`config.mk`:
```
export PLATFORM = sky130hd
export DESIGN_NAME = buzzer_sequencer
export DESIGN_NICKNAME = d
export VERILOG_FILES = /design/src/rtl/buzzer_sequencer.sv
export SDC_FILE = /design/constraint.sdc
export NUM_CORES = 1
export LEC_CHECK = 0
export CAP_MARGIN = 10
export CORE_ASPECT_RATIO = 0.8
export CORE_MARGIN = 2
export CORE_UTILIZATION = 55
export CTS_BUF_LIST = sky130_fd_sc_hd__clkbuf_16
export CTS_CLUSTER_DIAMETER = 60
export DETAILED_ROUTE_END_ITERATION = 12
export GPL_TIMING_DRIVEN = 0
export HOLD_SLACK_MARGIN = 0.12
export MAX_ROUTING_LAYER = met4
export PLACE_DENSITY = 0.8
export SETUP_SLACK_MARGIN = 0.4
export SLEW_MARGIN = 20
export SYNTH_ARGS = -nofsm -noshare
export SYNTH_HDL_FRONTEND = slang
export SYNTH_SLANG_ARGS = --single-unit
```
`constraint.sdc`:
```
create_clock -name clk -period 2.73 [get_ports clk]
set_clock_uncertainty 0.1 [all_clocks]
set_input_delay 0.6825 -clock clk [delete_from_list [all_inputs] [get_ports clk]]
set_output_delay 0.6825 -clock clk [all_outputs]
set_load 0.01 [all_outputs]
```
`src/rtl/buzzer_sequencer.sv`:
```
// buzzer_sequencer: plays a fixed 16-step melody on the one-hot piano input of the buzzer and
// arbitrates that input with the four manual keys. Manual keys always win; autoplay pauses for
// HOLD_CYC cycles after a key and then replays the interrupted step from its start.
// Optional feature: define BUZZER_SEQ_LOOP_EN to loop the melody until play_stop.
module buzzer_sequencer #(
  parameter int unsigned NOTE_CYC = 25_000_000,
  parameter int unsigned HOLD_CYC = 50_000_000
) (
  input  logic       clk,
  input  logic       rst_n,
  input  logic [3:0] key_in,
  input  logic       play_start,
  input  logic       play_stop,
  output logic [3:0] pianos_out,
  output logic       busy,
  output logic [3:0] note_idx
);

  typedef enum logic [1:0] {StIdle, StPlay, StHold} state_e;

  localparam logic [31:0] NoteLast = 32'(NOTE_CYC - 1);
  localparam logic [31:0] HoldLast = 32'(HOLD_CYC - 1);

`ifdef BUZZER_SEQ_LOOP_EN
  localparam bit LoopEn = 1'b1;
`else
  localparam bit LoopEn = 1'b0;
`endif

  state_e      state_q, state_d;
  logic [3:0]  idx_q, idx_d;
  logic [31:0] slot_q, slot_d;
  logic [31:0] hold_q, hold_d;
  logic [3:0]  pianos_d;
  logic        busy_d;

  logic key_ok;
  logic slot_end;
  logic hold_end;
  logic song_end;

  // Melody ROM: 0 = rest, 1..4 = Do..Fa.
  function automatic logic [2:0] rom_code(input logic [3:0] i);
    case (i)
      4'd0, 4'd4, 4'd3, 4'd7: rom_code = 3'd1;
      4'd1, 4'd5:             rom_code = 3'd2;
      4'd2, 4'd6, 4'd8, 4'd12: rom_code = 3'd3;
      4'd9, 4'd13:            rom_code = 3'd4;
      default:                rom_code = 3'd0;
    endcase
  endfunction

  function automatic logic [3:0] rom_note(input logic [3:0] i);
    logic [2:0] code;
    code = rom_code(i);
    rom_note = (code == 3'd0) ? 4'b0000 : 4'(4'b0001 << (code - 3'd1));
  endfunction

  // Decode helpers for the current cycle.
  always_comb begin
    key_ok   = (key_in != 4'b0000) && ((key_in & (key_in - 4'd1)) == 4'b0000);
    slot_end = (state_q == StPlay) && (slot_q == NoteLast);
    hold_end = (state_q == StHold) && (hold_q == HoldLast);
    song_end = slot_end && (idx_q == 4'd15) && !LoopEn;
  end

  // Next state: sequencer step first, then overrides in rising priority (start, key, stop).
  // A sequencer note is emitted on the same edge that opens its slot (slot_cnt becomes 0).
  always_comb begin
    state_d  = state_q;
    idx_d    = idx_q;
    slot_d   = slot_q;
    hold_d   = hold_q;
    pianos_d = 4'b0000;

    unique case (state_q)
      StIdle: ;
      StPlay: begin
        if (slot_end) begin
          slot_d = 32'd0;
          if (song_end) begin
            state_d = StIdle;
            idx_d   = 4'd0;
          end else begin
            idx_d    = idx_q + 4'd1;  // wraps 15 -> 0 in the looping build
            pianos_d = rom_note(idx_q + 4'd1);
          end
        end else begin
          slot_d = slot_q + 32'd1;
        end
      end
      StHold: begin
        if (hold_end) begin
          state_d  = StPlay;
          slot_d   = 32'd0;
          hold_d   = 32'd0;
          pianos_d = rom_note(idx_q);
        end else begin
          hold_d = hold_q + 32'd1;
        end
      end
      default: state_d = StIdle;
    endcase

    if (play_start) begin
      state_d  = StPlay;
      idx_d    = 4'd0;
      slot_d   = 32'd0;
      hold_d   = 32'd0;
      pianos_d = rom_note(4'd0);
    end

    // A key pre-empts any note opening this cycle; idx stays on that step so it replays.
    if (key_ok) begin
      pianos_d = key_in;
      if (state_q != StIdle || play_start) begin
        state_d = StHold;
        hold_d  = 32'd0;
        slot_d  = 32'd0;
        if (song_end && !play_start) idx_d = idx_q;
      end
    end

    if (play_stop) begin
      state_d  = StIdle;
      idx_d    = 4'd0;
      slot_d   = 32'd0;
      hold_d   = 32'd0;
      pianos_d = key_ok ? key_in : 4'b0000;
    end

    busy_d = (state_d != StIdle);
  end

  // State and registered outputs.
  always_ff @(posedge clk or negedge rst_n) begin
    if (!rst_n) begin
      state_q    <= StIdle;
      idx_q      <= 4'd0;
      slot_q     <= 32'd0;
      hold_q     <= 32'd0;
      pianos_out <= 4'b0000;
      busy       <= 1'b0;
    end else begin
      state_q    <= state_d;
      idx_q      <= idx_d;
      slot_q     <= slot_d;
      hold_q     <= hold_d;
      pianos_out <= pianos_d;
      busy       <= busy_d;
    end
  end

  assign note_idx = idx_q;

endmodule

```
Word-level counts from Yosys, hierarchy flattened
Memories as Yosys holds them, arrays and structs flattened.
Index checks and enable logic that the tools add are counted.
Storage, ports and cells
  register bits: 75
  input port bits: 8
  bits in read-only memories: 96
  memories kept: 2
Cells by class
  add/sub/neg operators: 6
  shift-type cells: 2
  eq/ne operators: 6
  bitwise gates (word level): 1
  muxes and demuxes: 44
  reduce and logical (&&, ||, !) cells: 14
Memory list
  (name not given): depth 16, width 3, rd ports 1, clocked after Yosys merged registers in 0, write ports 0, RTL line 44  | case (i)
  (name not given): depth 16, width 3, rd ports 1, clocked after Yosys merged registers in 0, write ports 0, RTL line 44
Operators with widths (number)
  $mux W32: 12
  $mux W4: 17
  $add A32 B1 Y32 const B: 2
  $pmux W32 S2: 1
  $eq A32 B25 Y1 const B: 1
  $eq A32 B26 Y1 const B: 1
  $mux W3: 5
  $mux W2: 7
  $pmux W4 S2: 1
  $shl A1 B3 Y4 const A: 2
  $logic_not A3 Y1: 2
  $pmux W2 S3: 1
  $sub A3 B1 Y3 const B: 2
  $logic_and A1 B1 Y1: 5
  $add A4 B1 Y4 const B: 1
  $and A4 B4 Y4: 1
  $eq A4 B4 Y1 const B: 1
  $logic_not A4 Y1: 1
  $ne A4 B4 Y1 const B: 1
  $reduce_bool A2 Y1: 2
  $reduce_bool A4 Y1: 1
  $sub A4 B1 Y4 const B: 1
  $eq A2 B1 Y1 const B: 1
  $eq A2 B2 Y1 const B: 1
  other kinds (3): 3

Depth between registers and ports, before layout
Gate-level depths: netlist (run 1).
  word-level depth: 15
  depth in mapped cells: 11
  mapped depth without buffers: 8

Least setup slack after synthesis (run 1)
Ideal clock, no wire load.
  kind: input -> register
  start point: input port play_stop
  end point: register slot_q[29]
  required time: 2.547 ns
  setup slack: -0.099 ns
  setup time: 0.083 ns
  arrival time: 2.646 ns
  stages on the path: 9
  path buffers: 3
  path through: or2_2 > clkbuf_1 > a2111oi_0 > nor2_1 > or3_1 > buf_4 > buf_6 > or3_1 > o21ai_0
Between the ends
  cells in the longest elaborated chain, start to end: 1
Ends and longest elaborated chain
  start, declared: RTL line 13  | input logic play_stop,
  $mux W32: RTL line 124  | if (play_stop) begin
  net slot_d[29]: RTL line 32  | logic [31:0] slot_q, slot_d;
  end signal, assigned: RTL line 147  | slot_q <= slot_d;
  end, declared: RTL line 32
The timed path passes the listed nets, and every way through them passes these cells.
A chain may end at the register's enable or synchronous reset.

Worst setup path in the final report (run 1)
  start point: register slot_q[7]
  end point: register busy
Between the ends
  cells in the longest elaborated chain, start to end: 11
Ends and longest elaborated chain
  $eq A32 B25 Y1 (*): RTL line 62  | slot_end = (state_q == StPlay) && (slot_q == NoteLast);
  $logic_and A1 B1 Y1 (*): RTL line 62
  $logic_and A1 B1 Y1: RTL line 64  | song_end = slot_end && (idx_q == 4'd15) && !LoopEn;
  $mux W2: RTL line 81  | if (song_end) begin
  $mux W2 (*): RTL line 79  | if (slot_end) begin
  $pmux W2 S3 (*): RTL line 76  | unique case (state_q)
  $mux W2 (*): RTL line 105  | if (play_start) begin
  $mux W2: RTL line 116  | if (state_q != StIdle || play_start) begin
  $mux W2 (*): RTL line 114  | if (key_ok) begin
  $mux W2 (*): RTL line 124
  net state_d[0]: RTL line 30  | state_e state_q, state_d;
  $reduce_bool A2 Y1 (*): RTL line 132  | busy_d = (state_d != StIdle);
  net busy_d: RTL line 35  | logic busy_d;
  end signal, assigned: RTL line 150  | busy <= busy_d;
  end, declared: RTL line 15  | output logic busy,
Mark *: on every way through the listed nets, which the timed path passes. The rest lies on a longest branch.

==> impl_table.tex, run 1 <==
\begin{tabular}{lr}
\hline
Metric & Value \\
\hline
\multicolumn{2}{l}{\textbf{Floorplan}} \\
Width of the chip & 105 um \\
Number of I/O pins & 17 \\
FP Rows & 29 \\
Starting Density & 56.6\% \\
Core outline area & slightly below 8000 sq um \\
Height of the die & 84.9 um \\
DIE AREA & roughly 9000 sq um \\
\multicolumn{2}{l}{\textbf{Synthesis}} \\
Dominant register cell in the synthesized netlist & dfrtp\_1 \\
Library cell occupying the most area in the post-synthesis netlist & dfrtp\_1 \\
Post-synthesis area per instance & 8.64 sq um \\
Proportion of synthesized chip area in sequential cells & a little over two fifths \\
Synth Instances & 521 \\
Flops \& latches, synth & 75 \\
Post-synthesis cell area & between 4000 and 5000 sq um \\
Synth async-reset ratio & 100\% \\
Ys Warns & 0 \\
Post-synth EDFFs & 0 \\
Fraction of post-synthesis cell area in the top cell type by area & 41.7\% \\
Number of distinct library cell variants in the gate-level netlist after synthesis & 59 \\
Leading cell types by total area after synthesis & dfrtp\_1 42\%, nor2\_1 6.0\%, nand2\_1 4.1\%, xnor2\_1 3.7\%, ha\_1 3.6\% \\
Net Count, Synth & 542 \\
\multicolumn{2}{l}{\textbf{Timing}} \\
Final count of negative-setup-slack endpoints & 1 \\
Transition time at the pin with the least slew margin & 613 ps \\
RSZ-0062 raised after global routing & true \\
Max-slew violations & 0 \\
Final Critical Period & 2750 ps \\
Worst Slack Setup Final & -22.9 ps \\
Number of hold-slack violations in the final timing report & 0 \\
Slew margin rel. & 59.2\% \\
Fin Hold WS & 199 ps \\
Share of the clock period used by the worst path after layout & 101\% \\
Highest clock frequency the design can meet & 363 MHz \\
\multicolumn{2}{l}{\textbf{GRT}} \\
M1 GR Usage & 39.2\% \\
Busiest layer in global routing & met2 \\
Met2 Usage GRT & 45.9\% \\
Pin count of the biggest net entering global routing & 39 \\
Global-route total usage across every layer & 29.7\% \\
First-pass GRT wire length & 20600 um \\
Leftover overflow at the end of global routing & 0 \\
Antenna violations before repair & 0 \\
Number of global-route vias before repair & 4208 \\
Met3 usage & under 10\% \\
\multicolumn{2}{l}{\textbf{Setup path}} \\
Required time of the worst setup path & 2850 ps \\
Crit. path cell count & 6 \\
Worst-path fanout max & 3 \\
Category of cells accounting for the largest share of critical-path delay & simple AND/OR/NAND/NOR gates \\
Most used cell along the critical path & or4\_4 \\
Cell chain of the critical path & or4\_1, or4\_4, or4\_4, nor2\_4, a211oi\_2, or3b\_1 \\
CP Class & reg -> reg \\
CP Launch Type & flop \\
R2R cell count & 6 \\
Endpoint class of the critical path & flop \\
Largest stage delay, worst path & approximately 520 ps \\
Worst Path Buf+Inv & 0 \\
CP arrival & 2870 ps \\
Crit-path slowest cell & or4\_1 \\
\multicolumn{2}{l}{\textbf{CTS}} \\
Max clock buf depth & 2 \\
Clk sink count & 75 \\
CTS Hold Bufs & 0 \\
TritonCTS Buffers & 9 \\
Clock transition at the registers of the reported paths & 70 ps \\
TritonCTS clock tree & built \\
Cell chosen for the clock root & clkbuf\_16 \\
Source-to-sink clock delay at the later pin of the worst-skew pair & 340 ps \\
Level count of the clock H-tree & 3 \\
\multicolumn{2}{l}{\textbf{Run status}} \\
Violations in the final reports & negative setup slack \\
Outcome & finished with violations \\
\multicolumn{2}{l}{\textbf{Pwr}} \\
Pwr Density & 447 nW/um\^{}2 \\
Worst vdd ir & 0.000328 V \\
Post-route total power & 2.70 mW \\
Leak pwr & around 2.4 nW \\
\multicolumn{2}{l}{\textbf{Placement}} \\
RePlAce Congestion & 0.913 \\
Worst slack at placement & -781 ps \\
PortBufs & 16 \\
Detailed placement HPWL & 7580 um \\
Cell total after placement & 646 \\
Cell area after placement & between 4000 and 5000 sq um \\
\multicolumn{2}{l}{\textbf{Route}} \\
Mean number of vias per cell & 6.54 \\
Count of routing violations after the opening detailed-route iteration & roughly 460 \\
Number of nets with antenna violations after routing & 0 \\
Count of TritonRoute iterations in the first routing pass & 5 \\
Routed wirelength normalized by instance count & $\sim$20 um \\
Total via count after detailed routing & 4622 \\
Residual DRC & 0 \\
Drt total wl & 13800 um \\
\multicolumn{2}{l}{\textbf{Finish}} \\
Number of antenna repair diodes & 0 \\
Post-route cell area & 6040 sq um \\
Final std cells w/o fill & 707 \\
Share of layout cells above drive strength 1 & between 20 and 30\% \\
Final Net Count & 615 \\
Post-synthesis to final-layout area growth & 34.2\% \\
Final-layout fill cell count & 464 \\
\multicolumn{2}{l}{\textbf{Worst hold path}} \\
Hold/Removal Path Class & in -> async \\
\multicolumn{2}{l}{\textbf{Job}} \\
Number of max-cap violations & 0 \\
\hline
\end{tabular}
-- where the power goes --
part,leakage [nW],internal (mW),switching (mW)
clock network,0.149,0.726,0.520
logic,1.25,0.134,0.192
registers,1.04,1.12,0.00764
-- cell usage in the layout (no fill, tap or decap), types with 6 or more instances in the layout --
master           Yosys  layout
and3_1               8       8
clkbuf_16            0       9
inv_1               18      16
a31oi_1             11      11
o21ai_0             26       7
nand2_1             49      44
xor2_1              17      17
nand4_1             18      18
nor3_4               0       6
xnor2_1             19      19
nor2_1              72      67
buf_4                1      35
or3_1               15      14
a21oi_1             24      13
ha_1                13      11
a21oi_2              0      10
buf_6                1      18
clkdlybuf4s50_1      0       9
o21ai_2              0       8
dfrtp_1             75      71
nand3_1             30      28
o21ai_1              3      14
nor3_1              20      11
-- state kept, by name (all words and copies together), names as in the netlist --
signal and count:
busy 1, hold_q 32, note_idx 4, pianos_out 4, slot_q 32, state_q 2
-- metal layers --
layer | up-vias | wire length (um)
li1 | 2026 | -
met2 | 293 | 6580
met4 | 0 | 535
met5 | - | 0
met3 | 63 | 1190
met1 | 2240 | 5490
-- synthesized netlist by cell type, drive strengths merged, types with 10 or more instances --
master  instances
nor3           20
nand4          18
inv            18
nor2           73
a31oi          11
xor2           17
clkbuf         10
nand2          49
a21oi          24
ha             13
xnor2          19
or3            15
nand3          30
o21ai          29
dfrtp          75
-- metrics by stage --
step,utilization [%],TNS (ps)
6_report,76.0,-22.9
5_1_grt,76.0,-83.2
4_1_cts,71.2,0
3_5_place_dp,62.0,-30240
3_3_place_gp,61.8,-156740
2_1_floorplan,-,0
-- final timing paths --
kind | startpoint | end | slack, ps
worst max-delay path | slot_q[7] | busy | -20
worst min-delay path | rst_n | hold_q[27] | 200
worst max register to register | slot_q[7] | busy | -20
worst min register to register | slot_q[14] | slot_q[14] | 420
max in group asynchronous | rst_n | note_idx[0] | 1740
min in group clk | slot_q[14] | slot_q[14] | 420
-- final cells by class --
cell class	instances	area (sq um)	area share, %
clock buffer	9	225	3.73
sequential	75	1880	31.2
inverter	19	73.8	1.22
tap	108	135	2.24
clock inverter	7	83.8	1.39
timing repair buffer	62	548	9.08
buffer	15	159	2.63
multi-input combinational	412	2930	48.5
-- timing repair --
item                                    4_1_cts  5_1_grt
endpoints found under the setup margin       75       60
buffers inserted                             29       14
pin swaps                                    31       25
gates resized for setup                      68       80
cloned                                        2        0
-- worst reg2reg max path, stage by stage, from the launching register on --
cell,delay (ps)
dfrtp_1,410
or4_1,520
or4_4,460
or4_4,480
nor2_4,140
a211oi_2,120
or3b_1,400
-- kinds of logic after synthesis --
kind of cell | synth area share, %
AO/OA/AOI/OAI | 13.1
XOR/XNOR | 7.01
adder cells (fa/ha/maj) | 3.84
buffers and inverters | 3.14
flip-flops | 41.7
multiplexers | 1.36
AND/OR/NAND/NOR | 29.9
Power figures use the tool's default switching activity.
==> run 2, diff against run 1 <==
--- a/config.mk
+++ b/config.mk
@@ -8,14 +8,14 @@
 export CAP_MARGIN = 10
 export CORE_ASPECT_RATIO = 0.8
 export CORE_MARGIN = 2
-export CORE_UTILIZATION = 55
+export CORE_UTILIZATION = 61
 export CTS_BUF_LIST = sky130_fd_sc_hd__clkbuf_16
 export CTS_CLUSTER_DIAMETER = 60
 export DETAILED_ROUTE_END_ITERATION = 12
 export GPL_TIMING_DRIVEN = 0
 export HOLD_SLACK_MARGIN = 0.12
 export MAX_ROUTING_LAYER = met4
-export PLACE_DENSITY = 0.8
+export PLACE_DENSITY = 0.84
 export SETUP_SLACK_MARGIN = 0.4
 export SLEW_MARGIN = 20
 export SYNTH_ARGS = -nofsm -noshare
==> constraint.sdc (replaced) <==
create_clock -name clk -period 2.9 [get_ports clk]
set_clock_uncertainty 0.1 [all_clocks]
set_input_delay 0.725 -clock clk [delete_from_list [all_inputs] [get_ports clk]]
set_output_delay 0.725 -clock clk [all_outputs]
set_load 0.01 [all_outputs]
==> impl_table.tex, run 2 (same netlist as run 1, synthesis figures left out) <==
\begin{tabular}{lr}
\hline
Metric & Value \\
\hline
\multicolumn{2}{l}{\textbf{Placement}} \\
Detailed placement HPWL & 7800 um \\
Worst slack at placement & -639 ps \\
PortBufs & 16 \\
RePlAce Congestion & 0.908 \\
Cell total after placement & 625 \\
\multicolumn{2}{l}{\textbf{Setup path}} \\
Worst-path fanout max & 4 \\
Startpoint of the worst setup timing path & slot\_q[8] \\
R2R cell count & 6 \\
Reg2reg start & slot\_q[8] \\
Endpoint class of the critical path & flop \\
Capturing element of the worst setup path & busy \\
CP Class & reg -> reg \\
Worst-case register-to-register setup slack & 100 ps \\
CP Launch Type & flop \\
Worst flop-to-flop path endpoint & busy \\
Required time of the worst setup path & approximately 3000 ps \\
CP arrival & between 2000 and 3000 ps \\
\multicolumn{2}{l}{\textbf{Pwr}} \\
Pwr Density & about 430 nW/um\^{}2 \\
Leak pwr & roughly 2.4 nW \\
Fraction of power consumed by combinational cells & roughly 12\% \\
Share of power burned in registers & 42.0\% \\
Post-route total power & 2.53 mW \\
Worst vdd ir & 0.000393 V \\
Design internal power & 1.85 mW \\
Switching Power & 677 uW \\
Fraction of power consumed by the clock network & about 46\% \\
Sw Ratio & a little over a quarter \\
\multicolumn{2}{l}{\textbf{Route}} \\
Count of routing violations after the opening detailed-route iteration & between 700 and 800 \\
Total via count after detailed routing & about 4.7k \\
Residual DRC & 0 \\
Mean number of vias per cell & 7.02 \\
Count of TritonRoute iterations in the first routing pass & 6 \\
Number of nets with antenna violations after routing & 0 \\
Drt total wl & 14900 um \\
Routed wirelength normalized by instance count & 22.1 um \\
\multicolumn{2}{l}{\textbf{Finish}} \\
Post-synthesis to final-layout area growth & 31.6\% \\
Commonest non-fill, non-tap cell in the layout & dfrtp\_1 \\
Final std cells w/o fill & 676 \\
Share of layout cells above drive strength 1 & 24.6\% \\
Top flop regs & hold\_q: 32 flops, slot\_q: 32 flops \\
Number of antenna repair diodes & 0 \\
Multi-input combinational cell area & between 2000 and 3000 sq um \\
Register area & 1880 sq um \\
Final-layout fill cell count & 347 \\
Final Net Count & 605 \\
Highest-count cells in the layout ignoring fill and taps & 73 x dfrtp\_1, 67 x nor2\_1, 45 x nand2\_1 \\
\multicolumn{2}{l}{\textbf{CTS}} \\
TritonCTS clock tree & built \\
Level count of the clock H-tree & 3 \\
Clock transition at the registers of the reported paths & 60 ps \\
Source-to-sink clock delay at the later pin of the worst-skew pair & approximately 340 ps \\
TritonCTS Buffers & 9 \\
Cell chosen for the clock root & clkbuf\_16 \\
Max clock buf depth & 2 \\
Clk sink count & 75 \\
CTS Hold Bufs & 0 \\
\multicolumn{2}{l}{\textbf{GRT}} \\
First-pass GRT wire length & $\sim$21000 um \\
Number of global-route vias before repair & 4440 \\
Global-route total usage across every layer & around a third \\
Antenna violations before repair & 0 \\
Pin count of the biggest net entering global routing & 40 \\
Leftover overflow at the end of global routing & 0 \\
\multicolumn{2}{l}{\textbf{Timing}} \\
Slew margin rel. & between 60\% and 70\% \\
Highest clock frequency the design can meet & 357 MHz \\
RSZ-0062 raised after global routing & true \\
Max-slew violations & 0 \\
Fin Hold WS & 250 ps \\
Total Negative Setup Slacks & 0 ps \\
Worst Slack Setup Final & 99.8 ps \\
Share of the clock period used by the worst path after layout & 96.6\% \\
Transition time at the pin with the least slew margin & 526 ps \\
Final Critical Period & 2800 ps \\
Final count of negative-setup-slack endpoints & 0 \\
Number of hold-slack violations in the final timing report & 0 \\
\multicolumn{2}{l}{\textbf{Floorplan}} \\
Starting Density & 64.0\% \\
FP Rows & 27 \\
Core outline area & approximately 7000 sq um \\
Height of the die & 80.8 um \\
Width of the chip & 100 um \\
DIE AREA & between 8000 and 9000 sq um \\
Number of I/O pins & 17 \\
\multicolumn{2}{l}{\textbf{Job}} \\
Number of max-cap violations & 0 \\
\multicolumn{2}{l}{\textbf{Worst hold path}} \\
Hold/Removal Path Class & in -> async \\
\multicolumn{2}{l}{\textbf{Run status}} \\
Outcome & finished, final reports clean \\
\hline
\end{tabular}
[run 2: power groups by stage]
stage,clock network [mW],registers (mW),logic (mW)
after floorplan,0,1.08,0.108
after global routing,1.22,1.06,0.308
after global placement,0,1.08,0.185
after CTS,1.17,1.06,0.238
final,1.17,1.06,0.293
after detailed placement,0,1.08,0.193
[run 2: critical path, cell delays in order, from the launching register on]
cell and delay [ps]:
dfrtp_1 460, or4_1 520, or4_4 490, or4_4 480, nor2_4 130, a211oi_2 90
or3b_1 400
[run 2: worst min-delay path by stage]
stage	start	end	slack [ps]	depth (start not counted)
final	rst_n	pianos_out[2]	250	1
after floorplan	rst_n	busy	330	0
after CTS	rst_n	pianos_out[2]	260	1
after global routing	rst_n	pianos_out[2]	290	1
after global placement	slot_q[14]	slot_q[14]	380	1
after detailed placement	slot_q[14]	slot_q[14]	380	1
[run 2: cell type report]
class	count	share of cell area, %
Clock inverter	7	1.39
Sequential cell	75	31.7
Timing Repair Buffer	52	8.50
Inverter	19	1.27
Multi-Input combinational cell	412	49.0
Tap cell	87	1.84
Clock buffer	9	3.80
Buffer	15	2.47
[run 2: repair_timing]
item,CTS,global route
endpoints found under the setup margin,74,64
pin swaps,31,24
gates cloned,3,0
resized for setup,87,67
setup buffers,20,12
[run 2: layer usage]
metal	GRT usage [%]	vias to the layer above	share of wire, %
li1	-	2007	-
met1	42.9	2223	38
met2	54.9	410	46
met3	7.66	107	11
met4	13.6	0	4.6
met5	-	-	0
[run 2: metrics by stage]
stage	instance area (sq um)	utilization, %
floorplan	4580	-
finish	5920	84.3
CTS	5580	79.4
global placement	4850	69.0
detailed placement	4860	69.2
global route	5920	84.3
==> run 3, diff against run 2 <==
--- a/config.mk
+++ b/config.mk
@@ -8,14 +8,14 @@
 export CAP_MARGIN = 10
 export CORE_ASPECT_RATIO = 0.8
 export CORE_MARGIN = 2
-export CORE_UTILIZATION = 61
+export CORE_UTILIZATION = 55
 export CTS_BUF_LIST = sky130_fd_sc_hd__clkbuf_16
 export CTS_CLUSTER_DIAMETER = 60
 export DETAILED_ROUTE_END_ITERATION = 12
 export GPL_TIMING_DRIVEN = 0
 export HOLD_SLACK_MARGIN = 0.12
 export MAX_ROUTING_LAYER = met4
-export PLACE_DENSITY = 0.84
+export PLACE_DENSITY_LB_ADDON = 0.25
 export SETUP_SLACK_MARGIN = 0.4
 export SLEW_MARGIN = 20
 export SYNTH_ARGS = -nofsm -noshare
==> constraint.sdc (replaced) <==
create_clock -name clk -period 2.3 [get_ports clk]
set_clock_uncertainty 0.1 [all_clocks]
set_input_delay 0.575 -clock clk [delete_from_list [all_inputs] [get_ports clk]]
set_output_delay 0.575 -clock clk [all_outputs]
set_load 0.01 [all_outputs]
==> impl_table.tex, run 3 (same netlist as run 1, synthesis figures left out) <==
\begin{tabular}{lr}
\hline
Metric & Value \\
\hline
\multicolumn{2}{l}{\textbf{CTS}} \\
TritonCTS Buffers & 9 \\
Clock transition at the registers of the reported paths & about 70 ps \\
TritonCTS clock tree & built \\
CTS Hold Bufs & 0 \\
Clk sink count & 75 \\
Source-to-sink clock delay at the later pin of the worst-skew pair & 350 ps \\
Cell chosen for the clock root & clkbuf\_16 \\
Level count of the clock H-tree & 3 \\
Max clock buf depth & 2 \\
\multicolumn{2}{l}{\textbf{Finish}} \\
Top flop regs & hold\_q: 32 flops, slot\_q: 32 flops \\
Post-synthesis to final-layout area growth & 43.9\% \\
Share of layout cells above drive strength 1 & 35.2\% \\
Final Net Count & around 630 \\
Highest-count cells in the layout ignoring fill and taps & 73 x dfrtp\_1, 44 x nand2\_1, 39 x nor2\_1 \\
Number of antenna repair diodes & 0 \\
Commonest non-fill, non-tap cell in the layout & dfrtp\_1 \\
\multicolumn{2}{l}{\textbf{Setup path}} \\
CP Class & reg -> reg \\
CP arrival & 3000 ps \\
R2R cell count & 8 \\
Worst-case register-to-register setup slack & -600 ps \\
Startpoint of the worst setup timing path & slot\_q[7] \\
Reg2reg start & slot\_q[7] \\
Required time of the worst setup path & 2400 ps \\
Worst flop-to-flop path endpoint & slot\_q[6] \\
Crit-path slowest cell & or4\_1 \\
Worst-path fanout max & 5 \\
Cell chain of the critical path & or4\_1, or4\_4, o41ai\_4, buf\_4, buf\_6, nor2\_4, a31oi\_1, a311oi\_1 \\
Largest stage delay, worst path & 530 ps \\
CP Launch Type & flop \\
Endpoint class of the critical path & flop \\
\multicolumn{2}{l}{\textbf{Route}} \\
Residual DRC & 0 \\
Length of routed met2 wiring & between 7000 and 8000 um \\
Drt total wl & 17500 um \\
Number of nets with antenna violations after routing & 0 \\
Amount of wire on met3 after detailed routing & 1910 um \\
Routed wirelength normalized by instance count & roughly 24 um \\
Count of TritonRoute iterations in the first routing pass & 6 \\
Top layer reached by signal wires & met4 \\
Routed length on met1 & 6510 um \\
Total via count after detailed routing & 5035 \\
Mean number of vias per cell & about 7.0 \\
Count of routing violations after the opening detailed-route iteration & 825 \\
\multicolumn{2}{l}{\textbf{Pwr}} \\
Post-route total power & 3.46 mW \\
Share of power burned in registers & between 30\% and 40\% \\
Switching Power & around 900 uW \\
Fraction of power consumed by combinational cells & roughly an eighth \\
Worst vdd ir & about 0.00037 V \\
Fraction of power consumed by the clock network & between 40\% and 50\% \\
Design internal power & approximately 2.6 mW \\
Leak pwr & 2.55 nW \\
Sw Ratio & 26.0\% \\
Pwr Density & 534 nW/um\^{}2 \\
\multicolumn{2}{l}{\textbf{Timing}} \\
Worst Slack Setup Final & -602 ps \\
Transition time at the pin with the least slew margin & 592 ps \\
RSZ-0062 raised after global routing & true \\
Final count of negative-setup-slack endpoints & 69 \\
Highest clock frequency the design can meet & 345 MHz \\
Max-slew violations & 0 \\
Slew margin rel. & between 60\% and 70\% \\
Share of the clock period used by the worst path after layout & 126\% \\
Number of hold-slack violations in the final timing report & 0 \\
Final Critical Period & roughly 2900 ps \\
\multicolumn{2}{l}{\textbf{Run status}} \\
Outcome & finished with violations \\
Violations in the final reports & negative setup slack \\
\multicolumn{2}{l}{\textbf{GRT}} \\
Pin count of the biggest net entering global routing & 39 \\
Antenna violations before repair & 0 \\
Number of global-route vias before repair & 4846 \\
First-pass GRT wire length & 25100 um \\
Leftover overflow at the end of global routing & 0 \\
Global-route total usage across every layer & 36.6\% \\
\multicolumn{2}{l}{\textbf{Floorplan}} \\
Core outline area & 7950 sq um \\
FP Rows & 29 \\
Number of I/O pins & 17 \\
Width of the chip & 105 um \\
Height of the die & between 80 and 90 um \\
Starting Density & 56.6\% \\
DIE AREA & approximately 8900 sq um \\
\multicolumn{2}{l}{\textbf{Worst hold path}} \\
Hold/Removal Path Class & in -> async \\
\multicolumn{2}{l}{\textbf{Placement}} \\
PortBufs & 16 \\
Worst slack at placement & -1210 ps \\
Detailed placement HPWL & 7700 um \\
RePlAce Congestion & 0.920 \\
\multicolumn{2}{l}{\textbf{Job}} \\
Number of max-cap violations & 0 \\
\hline
\end{tabular}
## run 3: repair_timing
item	in CTS	in global routing
cloned	4	0
buffers inserted	42	10
pin swaps	39	22
endpoints found under the setup margin	78	79
gates resized for setup	159	49
## run 3: final cells by class
cell class | count | area, sq um
tap | 108 | 135
fill | 387 | 1470
sequential | 75 | 1880
inverter | 19 | 75.1
timing repair buffer | 73 | 728
clock buffer | 9 | 225
clock inverter | 7 | 115
multi-input combinational | 412 | 3130
buffer | 15 | 183
## run 3: power by group through the flow
| stage | logic, mW | clock network, mW | registers [mW] |
|---|---|---|---|
| 5_1_grt | 0.444 | 1.73 | 1.34 |
| 2_1_floorplan | 0.146 | 0 | 1.36 |
| 3_3_place_gp | 0.248 | 0 | 1.36 |
| 3_5_place_dp | 0.256 | 0 | 1.36 |
| 6_report | 0.426 | 1.69 | 1.34 |
| 4_1_cts | 0.376 | 1.64 | 1.34 |
## run 3: worst max path at each step
stage / depth (start not counted) / endpoint / slack [ps]
floorplan: 6 / busy / -360
global placement: 1 / slot_q[28] / -2060
detailed placement: 9 / slot_q[11] / -1210
CTS: 6 / busy / -400
global route: 8 / slot_q[3] / -650
finish: 8 / slot_q[6] / -600
## run 3: stage by stage
stage          cells  TNS [ps]  util, %  hold slack, ps  instance area, sq um
6_report         718    -22130     81.5            95.0                  6470
3_5_place_dp     646    -46490     62.6             396                  4980
3_3_place_gp     645   -197130     62.4             400                  4960
5_1_grt          718    -26090     81.5             138                  6470
2_1_floorplan    521     -7230        -             179                  4660
4_1_cts          708    -13310     78.0             122                  6200
## run 3: worst max-delay path, delay by kind of cell (launching register included)
family	cells	cell delay [ps]
compound gates	3	810
flops	1	450
buf+inv	2	340
simple gates	3	1060
## run 3: metal layers
layer	up-vias	GRT usage [%]
li1	2052	-
met1	2381	44.5
met2	456	57.4
met3	146	9.60
met4	0	17.3
met5	-	-
